$ cat config.mk
export PLATFORM = sky130hd
export DESIGN_NAME = maxpool_2x2_stream
export DESIGN_NICKNAME = d
export VERILOG_FILES = /design/src/rtl/maxpool_2x2_stream_pkg.sv /design/src/rtl/maxpool_2x2_stream_pool_line_buffer.sv /design/src/rtl/maxpool_2x2_stream.sv
export SDC_FILE = /design/constraint.sdc
export NUM_CORES = 1
export LEC_CHECK = 0
export ABC_AREA = 0
export ABC_CLOCK_PERIOD_IN_PS = 5500
export CAP_MARGIN = 30
export CORE_MARGIN = 2
export CORE_UTILIZATION = 58
export CTS_CLUSTER_SIZE = 10
export DETAILED_ROUTE_END_ITERATION = 7
export GPL_ROUTABILITY_DRIVEN = 0
export GPL_TIMING_DRIVEN = 0
export PLACE_DENSITY = 0.84
export SYNTH_ARGS = -nofsm -noshare
export SYNTH_HDL_FRONTEND = slang
export SYNTH_SLANG_ARGS = --single-unit
$ cat constraint.sdc
create_clock -name clk -period 5.5 [get_ports clk]
set_input_delay 1.1 -clock clk [delete_from_list [all_inputs] [get_ports clk]]
set_output_delay 1.1 -clock clk [all_outputs]
set_load 0.1 [all_outputs]
$ cat src/rtl/maxpool_2x2_stream_pkg.sv
// Shared helpers for the pooling stages: counter-width sizing and a
// sign-aware "is b greater than a" compare on pre-extended operands.
package maxpool_2x2_stream_pkg;

    localparam int MAX_DW = 64;

    function automatic int cnt_w(input int n);
        return (n > 1) ? $clog2(n) : 1;
    endfunction

    // Operands must already be sign- or zero-extended to MAX_DW bits.
    function automatic logic greater(input logic [MAX_DW-1:0] a,
                                     input logic [MAX_DW-1:0] b,
                                     input logic              sgn);
        if (sgn) begin
            return $signed(b) > $signed(a);
        end else begin
            return b > a;
        end
    endfunction

endpackage

$ cat src/rtl/maxpool_2x2_stream_pool_line_buffer.sv
// Half-width row store for horizontal maxima of the even row of each window pair.
// One write port, one combinational read port; no reset so it maps to distributed RAM.
module pool_line_buffer #(
    parameter int DEPTH = 2,
    parameter int DW    = 32,
    parameter int AW    = 1
) (
    input  logic          clk_i,
    input  logic          we_i,
    input  logic [AW-1:0] waddr_i,
    input  logic [DW-1:0] wdata_i,
    input  logic [AW-1:0] raddr_i,
    output logic [DW-1:0] rdata_o
);

    logic [DW-1:0] mem_q [DEPTH];

    // Storage write
    always_ff @(posedge clk_i) begin
        if (we_i) begin
            mem_q[waddr_i] <= wdata_i;
        end
    end

    assign rdata_o = mem_q[raddr_i];

endmodule

$ cat src/rtl/maxpool_2x2_stream.sv
// Streaming 2x2 / stride-2 max-pool for one conv output channel, raster-order input.
// Odd trailing column/row are consumed but produce nothing.
module maxpool_2x2_stream
    import maxpool_2x2_stream_pkg::*;
#(
    parameter int IMG_Width  = 4,
    parameter int IMG_Height = 4,
    parameter int Datawidth  = 32,
    parameter int Signed     = 1
) (
    input  logic                 clk,
    input  logic                 rst,
    input  logic                 valid_in,
    input  logic [Datawidth-1:0] In,
    output logic [Datawidth-1:0] Out,
    output logic                 valid_out,
    output logic                 frame_done
);

    localparam int PW = IMG_Width / 2;
    localparam int PH = IMG_Height / 2;
    localparam int CW = cnt_w(IMG_Width);
    localparam int RW = cnt_w(IMG_Height);
    localparam int LD = (PW > 0) ? PW : 1;
    localparam int AW = cnt_w(LD);

    localparam logic [CW-1:0] COL_LAST  = CW'(IMG_Width - 1);
    localparam logic [RW-1:0] ROW_LAST  = RW'(IMG_Height - 1);
    localparam logic [CW:0]   COL_END   = (CW+1)'(2 * PW);
    localparam logic [RW:0]   ROW_END   = (RW+1)'(2 * PH);
    localparam logic [CW-1:0] COL_PLAST = CW'(2 * PW - 1);
    localparam logic [RW-1:0] ROW_PLAST = RW'(2 * PH - 1);

    logic [CW-1:0]        col_q, col_d;
    logic [RW-1:0]        row_q, row_d;
    logic [Datawidth-1:0] pair_q, pair_d;
    logic [Datawidth-1:0] out_q, out_d;
    logic                 vout_q, vout_d;
    logic                 fd_q, fd_d;

    logic                 lb_we_s;
    logic [AW-1:0]        lb_addr_s;
    logic [Datawidth-1:0] lb_rdata_s;
    logic [Datawidth-1:0] hmax_s;
    logic                 col_ok_s;
    logic                 row_ok_s;

    function automatic logic [Datawidth-1:0] dmax(input logic [Datawidth-1:0] a,
                                                  input logic [Datawidth-1:0] b);
        logic [MAX_DW-1:0] ea;
        logic [MAX_DW-1:0] eb;
        if (Signed != 0) begin
            ea = MAX_DW'($signed(a));
            eb = MAX_DW'($signed(b));
        end else begin
            ea = MAX_DW'(a);
            eb = MAX_DW'(b);
        end
        return greater(ea, eb, Signed != 0) ? b : a;
    endfunction

    assign lb_addr_s = AW'(col_q >> 1);
    assign hmax_s    = dmax(pair_q, In);
    assign col_ok_s  = {1'b0, col_q} < COL_END;
    assign row_ok_s  = {1'b0, row_q} < ROW_END;

    pool_line_buffer #(
        .DEPTH (LD),
        .DW    (Datawidth),
        .AW    (AW)
    ) u_line_buffer (
        .clk_i   (clk),
        .we_i    (lb_we_s),
        .waddr_i (lb_addr_s),
        .wdata_i (hmax_s),
        .raddr_i (lb_addr_s),
        .rdata_o (lb_rdata_s)
    );

    // Next-state: raster counters, pair register, line-buffer write and pooled output
    always_comb begin
        col_d   = col_q;
        row_d   = row_q;
        pair_d  = pair_q;
        out_d   = out_q;
        vout_d  = 1'b0;
        fd_d    = 1'b0;
        lb_we_s = 1'b0;
        if (valid_in) begin
            if (col_q == COL_LAST) begin
                col_d = '0;
                if (row_q == ROW_LAST) begin
                    row_d = '0;
                end else begin
                    row_d = row_q + RW'(1);
                end
            end else begin
                col_d = col_q + CW'(1);
            end

            if (!col_q[0]) begin
                pair_d = In;
            end else if (col_ok_s) begin
                // Even row parks the horizontal max; odd row closes the window.
                if (!row_q[0]) begin
                    lb_we_s = 1'b1;
                end else if (row_ok_s) begin
                    out_d  = dmax(lb_rdata_s, hmax_s);
                    vout_d = 1'b1;
                    fd_d   = (row_q == ROW_PLAST) && (col_q == COL_PLAST);
                end else begin
                    lb_we_s = 1'b0;
                end
            end else begin
                lb_we_s = 1'b0;
            end
        end else begin
            vout_d = 1'b0;
        end
    end

    // State and output registers
    always_ff @(posedge clk or posedge rst) begin
        if (rst) begin
            col_q  <= '0;
            row_q  <= '0;
            pair_q <= '0;
            out_q  <= '0;
            vout_q <= 1'b0;
            fd_q   <= 1'b0;
        end else begin
            col_q  <= col_d;
            row_q  <= row_d;
            pair_q <= pair_d;
            out_q  <= out_d;
            vout_q <= vout_d;
            fd_q   <= fd_d;
        end
    end

    assign Out        = out_q;
    assign valid_out  = vout_q;
    assign frame_done = fd_q;

endmodule

After elaboration in Yosys (flattened, before gate mapping)
Memory sizes are Yosys's and may differ from the RTL's.
Index checks and enable logic that the tools add are counted.
Widths: inputs -> output; s select.
Word-level totals
  word-level logic and storage cells: 42
  RAM bits: 64
  bits of input ports: 35
  register bits after elaboration: 70
  memories kept: 1
  output and inout port bits: 34
Memory list
  u_line_buffer.mem_q: words 2, width 32, rd ports 1, clocked after Yosys merged registers in 0, write ports 1, line maxpool_2x2_stream_pool_line_buffer.sv:16  | logic [DW-1:0] mem_q [DEPTH];
Cells by class
  order comparisons: 2
  $add $sub $neg: 2
  eq/ne operators: 2
  multiplexer cells: 24
  bitwise logic cells: 1
  reductions and logical operators: 4
Operators with widths (number)
  $mux 64: 6
  $gt 64x64->1: 1
  $mux 32: 2
  $gt 32x32->1: 1
  $mux 1: 14
  $add 2x1->2 const B: 2
  $eq 2x2->1 const B: 2
  $mux 2: 2
  $reduce_and 2->1: 2
  $reduce_and 3->1: 1
  $logic_and 1x1->1: 1
  $not 1->1: 1

Logic depth before layout (Yosys ltp)
  depth after elaboration: 10
  mapped depth: 21
  gate-level depth less buffers: 18

Cells and area by module
Synthesis repeated with hierarchy kept, for this count alone.
Second synthesis, totals
  cells, all modules: 732
  area total of the unflattened synthesis: 7936.4 um^2
By module, submodules not included
  maxpool_2x2_stream: seq. area each 1751.7 um^2, instances 1, cells each 630, area each 5457.7 um^2
  pool_line_buffer: seq. area each 1921.8 um^2, instances 1, cells each 102, area each 2478.6 um^2

Worst setup path before layout
OpenSTA, ideal clock, no wires.
  path kind: input -> register
  start: input port In[17]
  end: register out_q[12] (netlist: Out[12])
  stages on the path: 19
  setup slack: 0.435 ns
  arrival: 4.945 ns
  cells stage by stage: ha_1 > a21oi_1 > o21ai_0 > a221o_2 > nor2_2 > o22ai_2 > a31oi_2 > buf_6 > mux2_4 > ha_1 > nand4_1 > or4_1 > a21oi_1 > o31ai_1 > a21boi_1 > buf_2 > buf_2 > o31ai_1 > a31o_1
On the way
  longest elaborated chain between the ends: 10
Ends and longest elaborated chain
  start, declared: line maxpool_2x2_stream.sv:14  | input logic [Datawidth-1:0] In,
  $gt 32x32->1: line maxpool_2x2_stream_pkg.sv:16  | return $signed(b) > $signed(a);
  $mux 32: line maxpool_2x2_stream.sv:59  | return greater(ea, eb, Signed != 0) ? b : a;
  net hmax_s[14]: line maxpool_2x2_stream.sv:44  | logic [Datawidth-1:0] hmax_s;
  $mux 64: line maxpool_2x2_stream.sv:105  | if (!row_q[0]) begin
  $mux 64: line maxpool_2x2_stream.sv:101  | if (!col_q[0]) begin
  $mux 64: line maxpool_2x2_stream.sv:89  | if (valid_in) begin
  $gt 64x64->1: line maxpool_2x2_stream_pkg.sv:16
  $mux 1: line maxpool_2x2_stream.sv:105
  $mux 1: line maxpool_2x2_stream.sv:101
  $mux 1: line maxpool_2x2_stream.sv:89
  $mux 32: line maxpool_2x2_stream.sv:59
  end signal, assigned: line maxpool_2x2_stream.sv:135  | out_q <= out_d;
  end, declared: line maxpool_2x2_stream.sv:37  | logic [Datawidth-1:0] out_q, out_d;
The timed path passes the listed nets, and every way through them passes these cells. The select of a mux whose other input is x is not followed.
A chain may end at the register's enable or synchronous reset.

Final worst setup path
  start: input port In[15]
  end: register out_q[28] (netlist: Out[28])
The elaborated chain is that of the path after synthesis.

==> results.py <==
metrics = {
    "die": {
        "rows": 40,
        "pin_count": 69,
        "start_util_pct": 59.42,
        "die_w_um": 115.2,
        "core-area_um2": 12060,
        "die_area_um2": 13260,
        "die_y_um": 115.2,
    },
    "routing": {
        "drtAntennaViolNets": 0,
        "vias_per_cell": 6.326,
        "drtIter0Drc": 650,
        "wl_um": 20000,
        "vias": 5655,
        "first_pass_iters": 5,
        "wire_per_inst_um": 22.37,
        "remaining_drc_errors": 0,
    },
    "clock_network": {
        "clk_latency_ps": 420,
        "clk_pin_slew_ps": 60,
        "tritoncts": "built",
        "clock_path_buffers": 2,
        "clock_sinks": 134,
        "cts_buffers": 17,
        "h-tree-depth": 4,
        "root_buffer": "clkbuf_16",
    },
    "placement": {
        "dpl_worst_slack_ps": -690.7,
        "portBuffers": 68,
        "dp_hpwl_um": 11960,
    },
    "critical_path": {
        "worstSetupPathType": "primary input to register",
        "cp-start-kind": "primary input",
        "crit_path_end_kind": "register",
        "path_max_fanout": 10,
        "worstPathRequired_ps": 5850,
        "worstPathArrival_ps": 6000,
    },
    "min_path": {
        "min_path_type": "register to register",
    },
    "yosys": {
        "ys_seq_area_share_pct": 51.26,
        "async_flop_share_pct": 52.24,
        "synth_area_leaders": "edfxtp_1 (27%), dfrtp_1 (24%), ha_1 (12%), mux2_4 (6.1%), mux2i_1 (4.5%)",
        "ys_ff_latch": 134,
        "yosys.cell_types.count": 42,
        "ys.flop_type": "dfrtp_1",
        "yosysWarnings": 0,
        "syn-num-nets": 709,
        "synth-edff-count": 64,
        "synth_area_um2": 7167,
        "synth_top_cell_by_area": "edfxtp_1",
        "synthCells": 608,
        "netlist.area_leader.share_pct": 26.82,
        "postSynthAreaPerCell_um2": 11.79,
    },
    "timing": {
        "worstMarginPinSlew_ps": 992.7,
        "maxSlewHeadroom_pct": 33.61,
        "setup_viol": 32,
        "max_freq_ghz": 0.1770,
        "setup_slack_ps": -149.3,
        "finalCritPeriodShare_pct": 102.7,
        "hold_viol": 0,
        "maxSlewViolCount": 0,
        "layout_min_cycle_time_ps": 5649,
        "finClkSkew_ps": 10.63,
    },
    "status": {
        "status": "finished, violations left",
        "failed_checks": "setup timing",
    },
    "grt": {
        "antenna_found_initial": 0,
        "top_usage_layer": "met2",
        "met3_usage_pct": 4.323,
        "overflow": 0,
        "use_met1_pct": 35.74,
        "met2_usage_pct": 47.73,
        "grt_use_total_pct": 28.17,
        "grt_start_max_net_pins": 57,
        "grt_pass1_wl_um": 28350,
        "first_global_vias": 5599,
    },
    "final_layout": {
        "final_nets": 814,
        "area_growth_pct": 29.40,
        "final_core_util_pct": 76.89,
        "drive_gt1_share_pct": 19.42,
        "antenna_cells": 0,
    },
    "run": {
        "maxCapViolations": 0,
    },
}
-- final timing paths --
| kind | slack [ps] | from | end | cells past startpoint |
|---|---|---|---|---|
| setup / recovery | -150 | In[15] | Out[28] | 19 |
| hold / removal | 540 | row_q[1] | row_q[1] | 1 |
| setup reg to reg | 530 | pair_q[17] | Out[28] | 20 |
| hold reg to reg | 540 | row_q[1] | row_q[1] | 1 |
| max in group asynchronous | 3930 | rst | col_q[0] | 3 |
| min in group asynchronous | 970 | rst | pair_q[4] | 2 |
-- kinds of logic (layout without fill, tap and decap cells) --
group                    count (synthesis)  after routing  share of synthesized area [%]
AO/OA/AOI/OAI                          148            148                          14.04
flip-flops                             134            134                          51.26
AND/OR/NAND/NOR                        125            125                          7.647
multiplexers                            68             68                          11.64
buffers and inverters                   67            185                          3.893
adder cells (fa/ha/maj)                 66             66                          11.52
-- synthesized netlist by cell type (7+ instances only) --
master	n
clkbuf_1	21
a31o_1	29
inv_1	36
o21ai_0	39
o31ai_1	32
a21oi_1	28
mux2_4	29
edfxtp_1	64
mux2_2	7
nand2_1	83
ha_1	66
nand4_1	9
mux2i_1	32
nor2_1	9
nand3_1	9
dfrtp_1	70
-- worst max-delay path, cell delays in order --
cell             delay, ps
clkdlybuf4s50_1        480
ha_1                   350
nand4_1                160
a2111o_1               390
o211ai_1               130
nand3_1                160
a31oi_4                290
bufbuf_16              320
mux2_4                 330
ha_1                   320
a21oi_1                190
o21ai_1                160
a221o_1                420
o31ai_2                320
a21boi_2               120
buf_6                  170
buf_12                 150
o31ai_1                290
a31o_1                 160
-- state kept, by name, indices dropped and copies added (netlist names) --
| name | flops |
|---|---|
| Out | 32 |
| pair_q | 32 |
| row_q | 2 |
| col_q | 2 |
| u_line_buffer.mem_q | 64 |
| valid_out | 1 |
| frame_done | 1 |
-- repair_timing --
item / in CTS / in global routing
hold buffers: 0 / 0
gates cloned: 1 / 2
pin swaps: 6 / 19
gates resized for setup: 18 / 59
endpoints found under the setup margin: 32 / 32
setup buffers: 8 / 2
-- layout by cell type (no fill, tap or decap), types with 27 or more instances in the layout --
master	count
a21oi_1	27
edfxtp_1	64
o21ai_0	35
mux2i_1	32
a31o_1	29
clkdlybuf4s50_1	59
mux2_4	29
dfrtp_1	70
ha_1	57
inv_1	35
nand2_1	83
-- stage by stage --
stage	instance area [µm²]	hold WS (ps)	TNS, ps	cells
floorplan	7167	483.5	0	608
global placement	8058	493.3	-43140	844
detailed placement	8143	523.7	-21060	849
CTS	8927	540.1	0	890
global route	9274	562.4	-3934	894
finish	9274	536.6	-2137	894
-- layer usage --
layer,routed length [µm],part of all wire (%)
met1,7729,39
met4,829,4.1
met3,1493,7.5
met2,9947,50
met5,0,0
-- cell type report --
type                       instances  area [µm²]
buffer                            30       197.7
clock buffer                      18       439.2
clock inverter                    14       182.7
fill                             651        2788
inverter                          37       141.4
multi-input combinational        407        3501
sequential                       134        3674
tap                              168       210.2
timing repair buffer              86       928.4
Power is not shown: default switching activity piles up to over one toggle a cycle in this logic, so the estimate is an artifact.
